==> src/rtl/prefix_adder_exp_delay.sv <==
// Shift line carrying {valid, vector index, expected result} alongside the DUT pipeline.
module prefix_adder_exp_delay #(
    parameter int unsigned DEPTH = 3,
    parameter int unsigned EXP_W = 65
) (
    input  logic             clk,
    input  logic             rst_n,
    input  logic             push_valid_i,
    input  logic [31:0]      push_idx_i,
    input  logic [EXP_W-1:0] push_exp_i,
    output logic             out_valid_o,
    output logic [31:0]      out_idx_o,
    output logic [EXP_W-1:0] out_exp_o,
    output logic             any_valid_o
);

    logic [DEPTH-1:0] valid_q;
    logic [31:0]      idx_q [DEPTH];
    logic [EXP_W-1:0] exp_q [DEPTH];

    always_ff @(posedge clk or negedge rst_n) begin
        if (!rst_n) begin
            valid_q <= '0;
            for (int i = 0; i < int'(DEPTH); i++) begin
                idx_q[i] <= '0;
                exp_q[i] <= '0;
            end
        end else begin
            valid_q[0] <= push_valid_i;
            idx_q[0]   <= push_idx_i;
            exp_q[0]   <= push_exp_i;
            for (int i = 1; i < int'(DEPTH); i++) begin
                valid_q[i] <= valid_q[i-1];
                idx_q[i]   <= idx_q[i-1];
                exp_q[i]   <= exp_q[i-1];
            end
        end
    end

    assign out_valid_o = valid_q[DEPTH-1];
    assign out_idx_o   = idx_q[DEPTH-1];
    assign out_exp_o   = exp_q[DEPTH-1];
    assign any_valid_o = |valid_q;

endmodule

==> config.mk <==
export PLATFORM = sky130hd
export DESIGN_NAME = prefix_adder_exp_delay
export DESIGN_NICKNAME = d
export VERILOG_FILES = /design/src/rtl/prefix_adder_exp_delay.sv
export SDC_FILE = /design/constraint.sdc
export NUM_CORES = 1
export LEC_CHECK = 0
export ABC_AREA = 0
export BUFFER_PORTS_ARGS = -buffer_cell sky130_fd_sc_hd__buf_2
export CAP_MARGIN = 20
export CORE_UTILIZATION = 47
export DETAILED_ROUTE_END_ITERATION = 10
export MAX_ROUTING_LAYER = met4
export PLACE_DENSITY = 0.73
export REMOVE_ABC_BUFFERS = 1
export SLEW_MARGIN = 10
export SYNTH_ARGS = -nofsm -noshare
export SYNTH_HDL_FRONTEND = slang
export SYNTH_SLANG_ARGS = --single-unit
==> constraint.sdc <==
create_clock -name clk -period 0.9 [get_ports clk]
set_input_delay 0.225 -clock clk [delete_from_list [all_inputs] [get_ports clk]]
set_output_delay 0.225 -clock clk [all_outputs]
set_load 0.01 [all_outputs]
# Word level (Yosys, flattened, before mapping)
# Cells that the tools add are included.
word_totals:
  wordCells: 8
  register_bits: 294
  inputBits: 100
  out_inout_bits: 99
op_classes:
  reduce_logical: 1
ops:
  columns: ["op", "count"]
  rows:
  - ["OR reduction 3 bit", 1]

# Logic depth before layout (Yosys ltp)
logic_depth:
  depth_word: 1
  depth_mapped: 1

# Worst setup path before layout
# Ideal clock, no wire load.
synth_path:
  path_kind: "register to output"
  startpoint: "register valid_q[1]"
  endpoint: "output any_valid_o"
  path_stages_with_launch: 2
  slack_ns: -0.082
  t_arrival_ns: 0.757
  cell_sequence: "dfrtp_1 or3_1"
synth_via:
  elab_chain_len: 1
synth_lines:
  columns: ["element", "line_no", "rtl"]
  rows:
  - ["start, declared", "17", "logic [DEPTH-1:0] valid_q;"]
  - ["start signal, assigned by index", "33", "valid_q[i] <= valid_q[i-1];"]
  - ["OR reduction 3 bit", "43", "assign any_valid_o = |valid_q;"]
  - ["end, declared", "14", "output logic any_valid_o"]
# Every way passes these cells.

# Worst setup path after layout
# Same ends and word-level chain as after synthesis.

==> results.yml <==
outcome:
  status: "finished, violations left"
  violations: "setup timing"
layout:
  drive_gt1_share_pct: 38.1
  final_nets: 732
  stdcell_count: 871
  final_cell_mix: "dfrtp_1, buf_2, dlygate4sd3_1"
  n_antenna_cell: 0
  syn_to_final_growth_pct: 33.0
  nFillCells: 1141
  final_common_cell: "dfrtp_1"
yosys:
  yosysWarnings: 0
  synth-seq-area-share_pct: 90.9
  synthAdderAreaFrac_pct: 0
  syn_area_um2: 8090
  ys_ff_latch: 294
  muxShareOfSynthArea_pct: 0
  synth_simple_gate_area_share_pct: 0.0773
  yosys.area_share.xor_xnor_pct: 0
  synth_top_family_by_area: "buffers and inverters"
  ys_types: 3
  synth_cells: 392
  synth_compound_area_share_pct: 0
  postSynthAreaPerCell_um2: 20.6
floorplan:
  ioPinCount: 199
  initial_core_util_pct: 48.4
  core_area_um2: 16700
  die_x_um: 133
  die_h_um: 133
  num_rows: 47
  die-area_um2: 17700
worst_hold_path:
  min_path_type: "primary input to async pin"
routing:
  ant_nets: 0
  firstDrtPassIters: 4
  drc: 0
  wl_per_cell_um: 16.3
  wl_um: 14200
  viasPerCell: 4.21
  drt_iter0_drc: 107
  vias: 3669
sta:
  grt_setup_unrepaired: "true"
  slew_violations: 0
  maxSlewHeadroom_pct: 80.2
  period_needed_ns: 1.61
  fin_skew_ns: 0.0121
  setup_viol: 99
  setup_ws_ns: -0.705
  fmax_mhz: 623
  finalCritPeriodShare_pct: 178
  tightest_slew_ns: 0.297
  hold_viol: 0
clock_network:
  cts_tree: "done"
  numCtsBuffers: 28
  cts_buffer_depth: 3
  cts-htree-levels: 1
  path_clk_slew_ns: 0.06
  clock-root-buffer: "clkbuf_16"
  cts_setup_buffers: 0
  clk_latency_ns: 0.52
  cts.sinks: 294
global_routing:
  antenna_found_initial: 0
  track_usage_pct: 17.3
  grt_max_degree: 60
  grt_pass1_vias: 4367
  grt_pass1_wl_um: 22600
  grt_overflow: 0
power_and_ir_drop:
  irDropWorstVdd_v: 0.00227
  power_density_nw_per_um2: 2440
  p_leak_nw: 5.15
setup_path:
  start_kind: "register"
  crit_chain: "or3_1, buf_2"
  crit_slowest_cell: "dfrtp_1"
  cp_max_fo: 2
  worstSetupPathType: "register to output pin"
  slowest_delay_ns: 0.37
  cp.arrival_ns: 1.38
  crit_path_end_kind: "output pin"
  cp.required_ns: 0.67
place:
  place_inst: 723
  place_ws_ns: -0.174
  io_buffer_count: 198
  gp_congestion: 0.761
  dpl.hpwl_um: 7800
flow_run:
  cap_violations: 0
[sequential cells by signal, summed over array words and instances (netlist names)]
register and flops:
out_idx_o 32, out_exp_o 65, valid_q 3, idx_q 64, exp_q 130
[through the flow]
step / util [%] / hold slack [ns] / TNS (ns) / cell area, um^2 / power, mW
3_5_place_dp: 52.4 / 0.0733 / -0.174 / 8750 / 15.2
5_1_grt: 64.4 / 0.148 / -38.02 / 10800 / 27.3
2_1_floorplan: - / -0.0706 / -0.0816 / 7360 / 14.4
4_1_cts: 64.1 / 0.107 / -36.31 / 10700 / 26.4
6_report: 64.4 / 0.146 / -33.54 / 10800 / 26.2
3_3_place_gp: 52.4 / 0.0684 / -0.178 / 8750 / 15.2
[Yosys cell counts]
cell type | instances | area share (%)
buf_4 | 97 | 9.0
dfrtp_1 | 294 | 91
or3_1 | 1 | 0.077
[worst max-delay path: cells and delay by family, from the launching register on]
kind                   cells  cell delay (ns)
buffers and inverters      1             0.14
DFF                        1             0.37
and+or+nand+nor            1             0.35
[power breakdown]
part           total (mW)  internal (mW)  leakage, nW  switching (mW)
Sequential           14.1           13.9         3.43           0.211
Combinational        1.32          0.701         1.31           0.616
Clock                10.8           6.22        0.413            4.59
Total                26.2           20.8         5.15            5.41
[cells by family (layout without fill, tap and decap cells)]
logic type	count (synthesis)	after routing
flip-flops	294	294
buffers and inverters	97	356
AND/OR/NAND/NOR	1	1
[routing by layer]
metal | GRT usage [%] | up-vias | share of wire, %
li1 | - | 1587 | -
met3 | 3.73 | 24 | 5.8
met2 | 30.2 | 146 | 54
met1 | 20.4 | 1912 | 39
met5 | - | - | 0
met4 | 4.99 | 0 | 1.8
[cell type report]
class	count	area (um^2)	share of cell area [%]
clock buffer	42	815	7.57
multi-input combinational	1	6.26	0.0581
timing repair buffer	307	2270	21.1
sequential	294	7360	68.4
clock inverter	7	42.5	0.395
tap	220	275	2.56
[path summary, 6_finish.rpt]
kind | from | end | slack [ns] | cells after the start
min in group clk | exp_q[164] | exp_q[99] | 0.34 | 0
max reg2reg | exp_q[135] | exp_q[70] | 0.37 | 0
max in group asynchronous | rst_n | exp_q[183] | 0.21 | 3
min | rst_n | exp_q[161] | 0.15 | 2
max | valid_q[1] | any_valid_o | -0.71 | 2
min reg2reg | exp_q[164] | exp_q[99] | 0.34 | 0
[timing repair]
item / in CTS / in global routing
endpoints found under the hold margin: 392 / 0
endpoints found under the setup margin: 99 / 99
hold buffers: 99 / 0
pin swaps: 1 / 1
resized for setup: 18 / 10
No activity file was read; power rests on OpenSTA's default activity.
